--- src/rtl/bcd_timer_pkg.sv ---
// Shared types and helpers for the BCD timer controller.
//   bcd_timer_state_t : controller state encoding (IDLE, RUN, PAUSE, DONE)
//   BCD_W             : width of one BCD digit
//   BCD_MAX           : largest legal BCD digit value
//   is_bcd3()         : true when all three digits of a target are legal BCD
package bcd_timer_pkg;

  localparam int unsigned BCD_W = 4;
  localparam logic [BCD_W-1:0] BCD_MAX = 4'd9;

  typedef enum logic [1:0] {
    IDLE  = 2'd0,
    RUN   = 2'd1,
    PAUSE = 2'd2,
    DONE  = 2'd3
  } bcd_timer_state_t;

  function automatic logic is_bcd3(input logic [BCD_W-1:0] hundreds,
                                   input logic [BCD_W-1:0] tens,
                                   input logic [BCD_W-1:0] ones);
    return (hundreds <= BCD_MAX) && (tens <= BCD_MAX) && (ones <= BCD_MAX);
  endfunction

endpackage

--- src/rtl/bcd_timer_ctrl_tick_gen.sv ---
// Prescaler for the BCD timer controller.
// Counts 0..PRESCALE-1 while run is high and wraps; tick flags the terminal
// count (combinational from the count register).
// Ports:
//   clk, reset_n : clock, asynchronous active-low reset
//   run          : advance the prescaler this cycle
//   zero         : force the prescaler to 0 (highest priority)
//   hold         : freeze the prescaler even if run is high
//   tick         : prescaler is at PRESCALE-1
// Parameter PRESCALE: cycles per tick, 2..65535.
module tick_gen #(
  parameter int unsigned PRESCALE = 100
) (
  input  logic clk,
  input  logic reset_n,
  input  logic run,
  input  logic zero,
  input  logic hold,
  output logic tick
);

  localparam int unsigned CW = (PRESCALE > 2) ? $clog2(PRESCALE) : 1;
  localparam logic [CW-1:0] LAST = CW'(PRESCALE - 1);

  logic [CW-1:0] count;

  always_ff @(posedge clk or negedge reset_n) begin
    if (!reset_n) begin
      count <= '0;
    end else if (zero) begin
      count <= '0;
    end else if (run && !hold) begin
      count <= (count == LAST) ? '0 : count + 1'b1;
    end
  end

  assign tick = (count == LAST);

endmodule

--- src/rtl/bcd_timer_ctrl.sv ---
// Sequencing controller for a three-digit cascaded BCD counter (000-999).
// Issues single-cycle count enables from a prescaler, accepts start/stop/clear
// commands (clear > stop > start) and halts when the live count matches a
// latched BCD target.
// Ports:
//   clk, reset_n                 : clock, asynchronous active-low reset
//   start, stop, clear           : one-cycle command pulses
//   target_ones/tens/hundreds    : BCD target, latched on an accepted start
//   cnt_ones/tens/hundreds       : live digits from the counter
//   cnt_en                       : counter enable, one cycle per tick
//   cnt_clr                      : counter reset pulse (registered)
//   running, paused, expired     : state == RUN / PAUSE / DONE
//   expire_pulse                 : one cycle on entry to DONE
//   err                          : start rejected because target is non-BCD
// Optional feature, macro BCD_TIMER_LAP_EN:
//   lap (in), lap_ones/tens/hundreds (out), lap_valid (out) - capture of the
//   live count while RUN or PAUSE.
module bcd_timer_ctrl
  import bcd_timer_pkg::*;
#(
  parameter int unsigned PRESCALE = 100
) (
  input  logic             clk,
  input  logic             reset_n,
  input  logic             start,
  input  logic             stop,
  input  logic             clear,
  input  logic [BCD_W-1:0] target_ones,
  input  logic [BCD_W-1:0] target_tens,
  input  logic [BCD_W-1:0] target_hundreds,
  input  logic [BCD_W-1:0] cnt_ones,
  input  logic [BCD_W-1:0] cnt_tens,
  input  logic [BCD_W-1:0] cnt_hundreds,
`ifdef BCD_TIMER_LAP_EN
  input  logic             lap,
  output logic [BCD_W-1:0] lap_ones,
  output logic [BCD_W-1:0] lap_tens,
  output logic [BCD_W-1:0] lap_hundreds,
  output logic             lap_valid,
`endif
  output logic             cnt_en,
  output logic             cnt_clr,
  output logic             running,
  output logic             paused,
  output logic             expired,
  output logic             expire_pulse,
  output logic             err
);

  bcd_timer_state_t state, state_next;

  logic [3*BCD_W-1:0] target_q;
  logic               target_ok;
  logic               match;
  logic               tick;
  logic               latch_target;
  logic               pre_zero;
  logic               clr_req;
  logic               err_req;

  assign target_ok = is_bcd3(target_hundreds, target_tens, target_ones);
  assign match     = ({cnt_hundreds, cnt_tens, cnt_ones} == target_q);

  // Prescaler keeps advancing through the cycle in which stop is taken, so
  // the number of RUN cycles between ticks stays PRESCALE across a pause.
  tick_gen #(
    .PRESCALE(PRESCALE)
  ) u_tick_gen (
    .clk    (clk),
    .reset_n(reset_n),
    .run    (state == RUN),
    .zero   (pre_zero),
    .hold   (state == PAUSE),
    .tick   (tick)
  );

  always_ff @(posedge clk or negedge reset_n) begin
    if (!reset_n) begin
      state <= IDLE;
    end else begin
      state <= state_next;
    end
  end

  always_comb begin
    state_next   = state;
    latch_target = 1'b0;
    pre_zero     = 1'b0;
    clr_req      = 1'b0;
    err_req      = 1'b0;
    if (clear) begin
      state_next = IDLE;
      pre_zero   = 1'b1;
      clr_req    = 1'b1;
    end else begin
      case (state)
        IDLE: begin
          if (!stop && start) begin
            if (target_ok) begin
              latch_target = 1'b1;
              pre_zero     = 1'b1;
              state_next   = RUN;
            end else begin
              err_req = 1'b1;
            end
          end
        end
        RUN: begin
          if (stop) begin
            state_next = PAUSE;
          end else if (match) begin
            state_next = DONE;
          end
        end
        PAUSE: begin
          if (!stop && start) begin
            state_next = RUN;
          end
        end
        DONE: begin
          if (!stop && start) begin
            if (target_ok) begin
              clr_req      = 1'b1;
              latch_target = 1'b1;
              pre_zero     = 1'b1;
              state_next   = RUN;
            end else begin
              err_req = 1'b1;
            end
          end
        end
        default: state_next = IDLE;
      endcase
    end
  end

  always_ff @(posedge clk or negedge reset_n) begin
    if (!reset_n) begin
      target_q <= '0;
    end else if (latch_target) begin
      target_q <= {target_hundreds, target_tens, target_ones};
    end
  end

  always_ff @(posedge clk or negedge reset_n) begin
    if (!reset_n) begin
      cnt_clr      <= 1'b0;
      err          <= 1'b0;
      expire_pulse <= 1'b0;
    end else begin
      cnt_clr      <= clr_req;
      err          <= err_req;
      expire_pulse <= (state_next == DONE) && (state != DONE);
    end
  end

  // Enable is suppressed in the matching cycle so the counter never
  // steps past the target.
  assign cnt_en  = tick && (state == RUN) && !match;
  assign running = (state == RUN);
  assign paused  = (state == PAUSE);
  assign expired = (state == DONE);

`ifdef BCD_TIMER_LAP_EN
  always_ff @(posedge clk or negedge reset_n) begin
    if (!reset_n) begin
      lap_ones     <= '0;
      lap_tens     <= '0;
      lap_hundreds <= '0;
      lap_valid    <= 1'b0;
    end else if (clear) begin
      lap_ones     <= '0;
      lap_tens     <= '0;
      lap_hundreds <= '0;
      lap_valid    <= 1'b0;
    end else if (lap && ((state == RUN) || (state == PAUSE))) begin
      lap_ones     <= cnt_ones;
      lap_tens     <= cnt_tens;
      lap_hundreds <= cnt_hundreds;
      lap_valid    <= 1'b1;
    end else begin
      lap_valid    <= 1'b0;
    end
  end
`endif

endmodule

--- config.mk ---
export PLATFORM = sky130hd
export DESIGN_NAME = bcd_timer_ctrl
export DESIGN_NICKNAME = d
export VERILOG_FILES = /design/src/rtl/bcd_timer_pkg.sv /design/src/rtl/bcd_timer_ctrl_tick_gen.sv /design/src/rtl/bcd_timer_ctrl.sv
export SDC_FILE = /design/constraint.sdc
export NUM_CORES = 1
export LEC_CHECK = 0
export ABC_AREA = 1
export BUFFER_PORTS_ARGS = -buffer_cell sky130_fd_sc_hd__clkbuf_2
export CORE_MARGIN = 2
export CORE_UTILIZATION = 56
export CTS_CLUSTER_DIAMETER = 150
export DETAILED_ROUTE_END_ITERATION = 7
export PLACE_DENSITY_LB_ADDON = 0.3
export SLEW_MARGIN = 20
export SYNTH_ARGS = -nofsm -noshare
export SYNTH_HDL_FRONTEND = slang
export SYNTH_SLANG_ARGS = --single-unit
--- constraint.sdc ---
create_clock -name clk -period 3.6 [get_ports clk]
set_input_delay 0.9 -clock clk [delete_from_list [all_inputs] [get_ports clk]]
set_output_delay 0.9 -clock clk [all_outputs]
set_load 0.02 [all_outputs]
==> results.md <==
* Setup CP Type: in2out
* Post-synthesis sequential area ratio at 0.426
* Via count at 1260
* Ant. Diodes at 0
* Number of max-cap violations at 0
* Ratio of cells with drive above 1 in the final layout at 0.193
* Worst Setup End Kind: primary output
* Delay-heaviest family, CP: simple AND/OR/NAND/NOR gates
* CTS Buf Count at 3
* Post-synth top area cell: dfrtp_1
* Dpl ws at 0.926 ns
* Syn_nets at 224
* Peak supply drop at 0.000329 V
* Worst R2R Setup Slack at 1.91 ns
* Max Slew Vio Count at 0
* Total power after layout at 0.640 mW
* RSZ-0062 raised after global routing: false
* Ys flop type: dfrtp_1
* Pin count of the biggest net entering global routing at 25
* Final worst slack at 0.940 ns
* Status: complete, no violations
* Post-CTS Resized at 0
* Combinational family with the most area after synthesis: simple AND/OR/NAND/NOR gates
* H-tree level count at 1
* Average cell area after synthesis at 7.38 sq um
* Port Buffers at 35
* Worst slew pin tran at 0.589 ns
* Initial Util at 0.580
* # clock sinks at 24
* Synth top area share at 0.426
* Clock Latency Late Sink at 0.31 ns
* TritonCTS clock tree: done
* Placed cells at 254
* DRT iter0 DRCs at 23
* Final setup viols at 0
* Leak Pwr at 0.919 nW
* Vias in the first global route at 1093
* # fillers at 239
* # hold bufs at CTS at 0
* Final hold vios at 0
* Worst Path Arrival at 1.76 ns
* Register Area at 601 sq um
* Crit-path cells: clkbuf_2 > inv_1 > nand2_1 > nand2_1 > nand2_1 > nor2_1 > nand3_1 > nand3_1 > inv_1 > clkbuf_2
* Worst-case clock buffer depth at 2
* Die Y at 54.2 um
* Antenna Violating Nets Remaining at 0
* RePlAce Congestion at 0.850
* Synth top area cells: dfrtp_1 43%, nand2_1 16%, inv_1 7.7%
* Mux contribution to synthesized area at 0
* Hold WC Path Type: reg2reg
* Register clock-pin slew on the reported worst setup and hold paths at 0.12 ns
* Multi-input logic area at 682 sq um
* Post-Layout Cell Count at 258
* Slowest cell delay on critical path at 0.17 ns
* Most frequent CP cell: nand2_1
* Tmin final at 2.66 ns
* Initial antenna violation count at 0
* Die Area at 0.00294 sq mm
* Die W at 54.2 um
* Post-Synth Simple-Gate Area at 0.300
* Total Routing Usage GR at 0.205
* CP max-delay cell: nor2_1
* Power per cell area at 388 mW/mm^2
* 1st-pass router iterations at 4
* Async SR Flop Fraction at 1.00
* Post-Syn Area at 0.00141 sq mm
* Fmax at 376 MHz
* First-pass GRT wire length at 4380 um
* Clock Skew at 0.00707 ns
* Post-Synthesis Cells at 191
* Max-slew headroom at 0.607
* Count of cell types in the netlist at 18
* Final HPWL DP at 2100 um
* Nets@finish at 262
* GRT overflow at 0
* Final WL at 2630 um
* Critical Path RT at 2.70 ns
* Area Growth Syn to Fin at 16.9%
* Commonest cells in the netlist: 61 x nand2_1, 29 x inv_1, 24 x dfrtp_1
* Final Cycle Share at 0.739
* Post-synth EDFFs at 0
* Setup repair bufs after CTS at 0
* Yosys warning count at 0
* Adder-cell area share of the yosys netlist at 0.0355
* Worst Path Buf+Inv at 4
* Number of I/O pins at 36
* Critical Path Fanout Max at 2
* Startpoint types: input pin
* WHS at 0.532 ns
* Drt via density at 4.88
* # rows at 18
* DRC viols at 0
* Seq cells post-synth at 24
* Synth Area in Compound Gates at 0.0799
* Routed WL per cell at 10.2 um
* CTS root buf: clkbuf_4
* Synth Area in XOR/XNOR at 0.0683
* Setup TNS at 0 ns
* Core Box Area at 0.00243 sq mm
* Top-count cell post-synth: nand2_1
[metrics by stage]
step,area (sq um),util
finish,1650,0.677
global route,1650,0.677
CTS,1650,0.677
detailed placement,1610,0.663
global placement,1610,0.663
floorplan,1410,-
[metal layers]
layer	up-vias	wire, um	track usage
li1	667	-	-
met3	0	141	0.0333
met1	561	1280	0.274
met4	0	0	0.0375
met2	32	1210	0.349
met5	-	0	0
[report_power, final]
part | leakage [nW] | switching [mW] | internal (mW)
combinational | 0.586 | 0.0907 | 0.0704
sequential | 0.311 | 0.0263 | 0.313
clock | 0.0210 | 0.0780 | 0.0617
[cells by family (layout without fill, tap and decap cells)]
kind of cell / count (synthesis) / count (layout)
buf+inv: 32 / 69
fa+ha+maj: 4 / 4
simple gates: 98 / 98
compound gates: 22 / 22
xor+xnor: 11 / 11
flops: 24 / 24
[final cells by class]
| class | count | area share |
|---|---|---|
| Tap cell | 30 | 0.0228 |
| Timing Repair Buffer | 36 | 0.111 |
| Sequential cell | 24 | 0.364 |
| Multi-Input combinational cell | 135 | 0.414 |
| Clock buffer | 4 | 0.0220 |
| Inverter | 29 | 0.0661 |
[flip-flops by register name, summed over array words and instances, names as in the netlist]
register and count:
cnt_clr 1, err 1, expire_pulse 1, state 2, target_q 12, u_tick_gen.count 7
[worst reg2reg max path, delay by kind of cell, from the launching register on]
| kind | cells | cell delay (ns) |
|---|---|---|
| fa+ha+maj | 1 | 0.38 |
| compound gates | 1 | 0.13 |
| buf+inv | 1 | 0.10 |
| simple gates | 3 | 0.59 |
| flops | 1 | 0.41 |
[layout by cell type, fill, tap and decap left out, types with 2 or more instances in the layout]
cell,count
nand2_1,61
o21ai_1,3
xor2_1,2
ha_1,4
nand3_1,12
o21ai_0,10
a21oi_1,8
dfrtp_1,24
inv_1,29
nor2_1,17
nand4_1,4
nor2_2,2
clkbuf_2,35
clkbuf_4,3
xnor2_1,9
[path summary, 6_finish.rpt]
check / endpoint / cells past startpoint / startpoint
worst max-delay path: cnt_en / 10 / cnt_tens[2]
worst min-delay path: target_q[0]$_DFFE_PN0P_ / 2 / target_q[0]$_DFFE_PN0P_
worst max register to register: target_q[7]$_DFFE_PN0P_ / 6 / state[0]$_DFF_PN0_
worst min register to register: target_q[0]$_DFFE_PN0P_ / 2 / target_q[0]$_DFFE_PN0P_
max in group asynchronous: u_tick_gen.count[2]$_DFFE_PN0P_ / 1 / reset_n
min in group asynchronous: target_q[1]$_DFFE_PN0P_ / 1 / reset_n
Power figures use the tool's default switching activity.
